===== src/rtl/seg_pkg.sv =====
// Shared constants and types for the seven-segment scan controller.
// Segment patterns are active-low and ordered {g,f,e,d,c,b,a}.
package seg_pkg;

    localparam logic [6:0] SEG_OFF = 7'h7F;
    localparam logic [3:0] AN_OFF  = 4'hF;

    // Entry N holds the pattern for hex digit N (entry 15 is the leftmost field).
    localparam logic [15:0][6:0] SEG_TABLE = {
        7'h0E, 7'h06, 7'h21, 7'h46,   // F E d C
        7'h03, 7'h08, 7'h10, 7'h00,   // b A 9 8
        7'h78, 7'h02, 7'h12, 7'h19,   // 7 6 5 4
        7'h30, 7'h24, 7'h79, 7'h40    // 3 2 1 0
    };

    typedef enum logic {
        BLANK = 1'b0,
        DRIVE = 1'b1
    } state_t;

endpackage


===== src/rtl/seg_scan_ctrl_hex_to_seg.sv =====
// Combinational hex-digit to active-low seven-segment pattern lookup.
module hex_to_seg
    import seg_pkg::*;
(
    input  logic [3:0] digit,
    output logic [6:0] seg
);

    assign seg = SEG_TABLE[digit];

endmodule


===== src/rtl/seg_scan_ctrl.sv =====
// Four-digit common-anode display scanner: prescaled tick, BLANK/DRIVE slots per digit,
// per-frame shadow capture of the display data, and fully registered pin drive.
module seg_scan_ctrl
    import seg_pkg::*;
#(
    parameter int DIV_BITS = 16,
    parameter int ON_TICKS = 3
) (
    input  logic        clk,
    input  logic        reset,
    input  logic [15:0] value,
    input  logic [3:0]  digit_en,
    input  logic [3:0]  dp_in,
    output logic [3:0]  an,
    output logic [6:0]  seg,
    output logic        dp,
    output logic        frame_done
);

    localparam logic [3:0] SLOT_LAST = 4'(ON_TICKS - 1);

    logic [DIV_BITS-1:0] presc_q, presc_d;
    state_t              state_q, state_d;
    logic [1:0]          idx_q, idx_d;
    logic [3:0]          slot_q, slot_d;
    logic [15:0]         shadow_value_q, shadow_value_d;
    logic [3:0]          shadow_en_q, shadow_en_d;
    logic [3:0]          shadow_dp_q, shadow_dp_d;
    logic [3:0]          an_q, an_d;
    logic [6:0]          seg_q, seg_d;
    logic                dp_q, dp_d;
    logic                frame_done_q, frame_done_d;

    logic                tick;
    logic [3:0]          digit_sel;
    logic [6:0]          seg_dec;

    assign tick = (presc_q == '1);

    // Slot sequencing; shadows only reload when digit 0 starts, so a frame never tears.
    always_comb begin
        presc_d        = presc_q + 1'b1;
        state_d        = state_q;
        idx_d          = idx_q;
        slot_d         = slot_q;
        shadow_value_d = shadow_value_q;
        shadow_en_d    = shadow_en_q;
        shadow_dp_d    = shadow_dp_q;
        frame_done_d   = 1'b0;

        case (state_q)
            BLANK: begin
                if (tick) begin
                    state_d = DRIVE;
                    slot_d  = 4'd0;
                    if (idx_q == 2'd0) begin
                        shadow_value_d = value;
                        shadow_en_d    = digit_en;
                        shadow_dp_d    = dp_in;
                    end
                end
            end
            DRIVE: begin
                if (tick) begin
                    if (slot_q == SLOT_LAST) begin
                        state_d      = BLANK;
                        idx_d        = idx_q + 2'd1;
                        frame_done_d = (idx_q == 2'd3);
                    end else begin
                        slot_d = slot_q + 4'd1;
                    end
                end
            end
            default: begin
                state_d = BLANK;
            end
        endcase
    end

    // Pins are computed from next-state values so they change on the transition edge.
    assign digit_sel = shadow_value_d[{idx_d, 2'b00} +: 4];

    hex_to_seg u_hex_to_seg (
        .digit (digit_sel),
        .seg   (seg_dec)
    );

    always_comb begin
        an_d  = AN_OFF;
        seg_d = SEG_OFF;
        dp_d  = 1'b1;
        if (state_d == DRIVE && shadow_en_d[idx_d]) begin
            an_d  = ~(4'b0001 << idx_d);
            seg_d = seg_dec;
            dp_d  = ~shadow_dp_d[idx_d];
        end
    end

    always_ff @(posedge clk or posedge reset) begin
        if (reset) begin
            presc_q        <= '0;
            state_q        <= BLANK;
            idx_q          <= 2'd0;
            slot_q         <= 4'd0;
            shadow_value_q <= 16'h0000;
            shadow_en_q    <= 4'h0;
            shadow_dp_q    <= 4'h0;
            an_q           <= AN_OFF;
            seg_q          <= SEG_OFF;
            dp_q           <= 1'b1;
            frame_done_q   <= 1'b0;
        end else begin
            presc_q        <= presc_d;
            state_q        <= state_d;
            idx_q          <= idx_d;
            slot_q         <= slot_d;
            shadow_value_q <= shadow_value_d;
            shadow_en_q    <= shadow_en_d;
            shadow_dp_q    <= shadow_dp_d;
            an_q           <= an_d;
            seg_q          <= seg_d;
            dp_q           <= dp_d;
            frame_done_q   <= frame_done_d;
        end
    end

    assign an         = an_q;
    assign seg        = seg_q;
    assign dp         = dp_q;
    assign frame_done = frame_done_q;

endmodule


===== config.mk =====
export PLATFORM = sky130hd
export DESIGN_NAME = seg_scan_ctrl
export DESIGN_NICKNAME = d
export VERILOG_FILES = /design/src/rtl/seg_pkg.sv /design/src/rtl/seg_scan_ctrl_hex_to_seg.sv /design/src/rtl/seg_scan_ctrl.sv
export SDC_FILE = /design/constraint.sdc
export NUM_CORES = 1
export LEC_CHECK = 0
export BUFFER_PORTS_ARGS = -buffer_cell sky130_fd_sc_hd__buf_2
export CAP_MARGIN = 20
export CORE_ASPECT_RATIO = 0.9
export CORE_MARGIN = 4
export CORE_UTILIZATION = 55
export CTS_CLUSTER_DIAMETER = 100
export DETAILED_ROUTE_END_ITERATION = 12
export PLACE_DENSITY_LB_ADDON = 0.08
export SYNTH_ARGS = -nofsm -noshare
export SYNTH_HDL_FRONTEND = slang
export SYNTH_SLANG_ARGS = --single-unit

===== constraint.sdc =====
create_clock -name clk -period 3.4 [get_ports clk]
set_input_delay 0.17 -clock clk [delete_from_list [all_inputs] [get_ports clk]]
set_output_delay 0.17 -clock clk [all_outputs]
set_load 0.02 [all_outputs]

==> key figures <==
Run status
  • Status: finished, violations left
  • Failing checks: negative hold slack

Logic synthesis
  • Gate Count Post-Synth: 233
  • Share of the synthesized area in the top cell type: 41.24%
  • Post-synth top area cell: dfrtp_1
  • #FFs+latches synth: 60
  • Yosys Warn Count: 0
  • Synth top area cells: dfrtp_1 (41%), dfstp_2 (11%), mux2_2 (9.3%)
  • Post-Syn Area: 2913 um2
  • Synth Area per Inst: 12.50 um2
  • Synth unique cells: 40
  • Syn nets: 270
  • Sequential fraction of the synthesis area: 52.06%

Place
  • Place WS: 209.2 ps
  • Post-detail-place hpwl: 3532 um
  • Port bufs: 38
  • GPL Wtd Cong: 0.8764

GRT
  • First-pass GRT wire length: 8859 um
  • Vias in the first global route: about 1,900
  • Total gr overflow: 0
  • Largest net degree at the start of global routing: 41
  • Initial antenna violation count: 0
  • GRT Overall Usage: ~17%

STA
  • Fin crit share: 90.97%
  • RSZ-0062 raised after global routing: false
  • Final Slew Violations: 0
  • Setup_tns: 0 ps
  • Tmin final: 3093 ps
  • Slew HR: 45.93%
  • Worst Max-Slew Pin Slew: 809.8 ps
  • Final hold vios: 28
  • Final hold slack: -10.06 ps
  • Finish-stage setup viols: 0
  • FMAX: 0.3233 GHz
  • Fin worst setup slack: 306.9 ps
  • Worst Skew: 6.275 ps

Clocking
  • Clk_lat worst skew: 340 ps
  • Clock Path Buffers: 2
  • CTS root buf: clkbuf_8
  • Clock transition at path regs: roughly 60 ps
  • Clk sinks: 60
  • TritonCTS clock tree: done
  • Cts bufs inserted: 9
  • H-Tree Level Count: 3

Hold path
  • Min-delay worst type: input pin to asynchronous set/reset pin

Floorplan
  • Die area: 6526 um2
  • Top-Level Pins: 39
  • Die H: a little under 80 um
  • Core ar.: about 5000 um2
  • Num rows: 24
  • Initial Util: 58.43%
  • Chip Width: 84.71 um

Pwr
  • P_int: roughly 1.1 mW
  • Pwr dens: 421.5 nW/um2
  • Sw frac: 21.95%
  • Combinational fraction of design power: 5.6%
  • Clock share of power: 42.8%
  • Worst VDD drop: 0.3420 mV
  • Switching power: 0.3118 mW
  • Pwr Total: 1.420 mW
  • Leakage: 1.505 nW
  • Sequential share of power: around 52%

Critical path
  • Crit Path Class: flop to flop
  • WP data required: 3660 ps
  • Startpoint Class: flop
  • Crit-path max FO: 17
  • CP arrival: 3350 ps
  • Depth of the most critical reg-to-reg path: 12
  • CP Capture Type: flop

Cells and area
  • Core Util, Final: 67.60%
  • Syn-to-layout area delta: 15.68%
  • Final #Nets: 319
  • Final-layout fill cell count: 400
  • Layout cells sized above 1: 38.33%
  • # diodes: 0

Drt
  • Final ANT Viol Nets: 0
  • DRC viols: 0
  • Drt pass-1 iters: 4
  • DR WL/cell: 14.52 um
  • DRT Wirelength: 5111 um
  • Via-to-Cell Ratio: 5.202
  • DR vias: 1,831
  • Violation count after the first detailed-route iteration: 44

Run
  • Max-cap viol count: 0
==> flip-flops by register name, indices dropped and copies added, names as in the netlist <==
name / cells
shadow_dp_q: 4
idx_q: 2
an: 4
shadow_en_q: 4
frame_done: 1
state_q: 1
dp: 1
shadow_value_q: 16
seg: 7
presc_q: 16
slot_q: 4
==> layout make-up <==
cell class | count | area (um2) | share of cell area (%)
inverters | 12 | 47.55 | 1.411
flip-flops and latches | 60 | 1516 | 45.01
well taps | 65 | 81.33 | 2.414
repair buffers | 45 | 242.7 | 7.204
clock inverters | 1 | 5.005 | 0.1485
multi-input cells | 154 | 1290 | 38.28
clock buffers | 15 | 186.4 | 5.533
==> metal layers <==
layer	up-vias	routed length [um]	GRT usage, %	share of wire, %
met5	-	0	0	0
met4	0	87	5.854	1.7
met3	10	242	6.645	4.7
met2	43	2353	25.67	46
met1	867	2429	22.97	48
li1	911	-	-	-
==> cell usage after synthesis <==
cell / n
nor2_1: 7
xor2_1: 4
nor3_1: 2
nand2_1: 17
o311ai_1: 1
a22o_1: 2
o221ai_1: 2
o221ai_2: 1
dfstp_2: 12
mux2_2: 24
nor2b_1: 3
nand2b_1: 1
inv_1: 10
o21a_1: 1
mux2_4: 1
a21o_1: 1
dfrtp_1: 48
xnor2_1: 11
or3_1: 2
mux2i_1: 19
xnor2_4: 1
or2b_1: 1
nor4_4: 1
nand4_1: 8
o21ai_0: 6
and3_1: 2
buf_6: 5
nand4_2: 1
buf_4: 1
and2_1: 1
a21oi_1: 1
inv_2: 2
nand2_2: 3
nand3_4: 1
nand3_1: 12
o211ai_1: 3
buf_2: 1
ha_1: 11
nor3b_1: 2
nand3b_4: 1
==> cell families after synthesis <==
logic type	count (synthesis)	share of synthesized area, %
buffers and inverters	19	3.909
XOR/XNOR	16	5.455
AO/OA/AOI/OAI	18	4.510
flip-flops	60	52.06
adder cells (fa/ha/maj)	11	4.725
multiplexers	44	16.32
AND/OR/NAND/NOR	65	13.02
==> worst paths after layout <==
path                       startpoint             end  slack [ps]
hold / removal                  reset      presc_q[9]         -10
setup reg to reg           presc_q[0]          seg[0]         310
min in group clk             dp_in[0]  shadow_dp_q[0]          80
max in group asynchronous       reset           an[1]        2590
setup / recovery           presc_q[0]          seg[0]         310
hold reg to reg            presc_q[4]      presc_q[4]         490
==> cell usage in the layout, fill, tap and decap left out, drive strengths merged, types with 2 or more instances in the layout <==
| cell type | instances |
|---|---|
| or3 | 2 |
| nor3b | 2 |
| nor2 | 7 |
| nand2 | 20 |
| xor2 | 4 |
| o21ai | 6 |
| clkbuf | 15 |
| nor3 | 2 |
| and3 | 2 |
| dfrtp | 48 |
| mux2 | 25 |
| o211ai | 3 |
| mux2i | 19 |
| a22o | 2 |
| buf | 45 |
| o221ai | 3 |
| inv | 12 |
| dfstp | 12 |
| nand4 | 9 |
| ha | 11 |
| nor2b | 3 |
| xnor2 | 12 |
| nand3 | 13 |
==> worst max-delay path: stages, from the launching register on <==
cell	delay, ps
dfrtp_1	410
ha_1	260
nand3_1	150
nor4_4	280
buf_4	200
nand3b_4	220
mux2_2	350
mux2i_1	170
mux2i_2	150
ha_1	270
or3_1	380
o221ai_1	80
nand2_1	80
==> repair_timing <==
item | in CTS | in global routing
hold endpoints to repair | 0 | 0
endpoints found under the setup margin | 0 | 7
hold buffers | 0 | 0
gates resized for setup | 0 | 4
setup buffers | 0 | 1
==> stage by stage <==
stage	hold WS, ps	cells	area (um2)
2_1_floorplan	330.5	233	2913
3_3_place_gp	373.8	335	3161
3_5_place_dp	373.6	335	3161
4_1_cts	8.715	351	3352
5_1_grt	50.94	352	3369
6_report	-10.06	352	3369
==> power groups by stage <==
stage / sequential [mW] / combinational, mW / clock (mW)
global placement: 0.744 / 0.0795 / 0
global route: 0.733 / 0.0906 / 0.666
finish: 0.732 / 0.0796 / 0.609
CTS: 0.732 / 0.0808 / 0.630
floorplan: 0.743 / 0.0543 / 0
detailed placement: 0.745 / 0.0801 / 0
(Power assumes the default switching activity.)
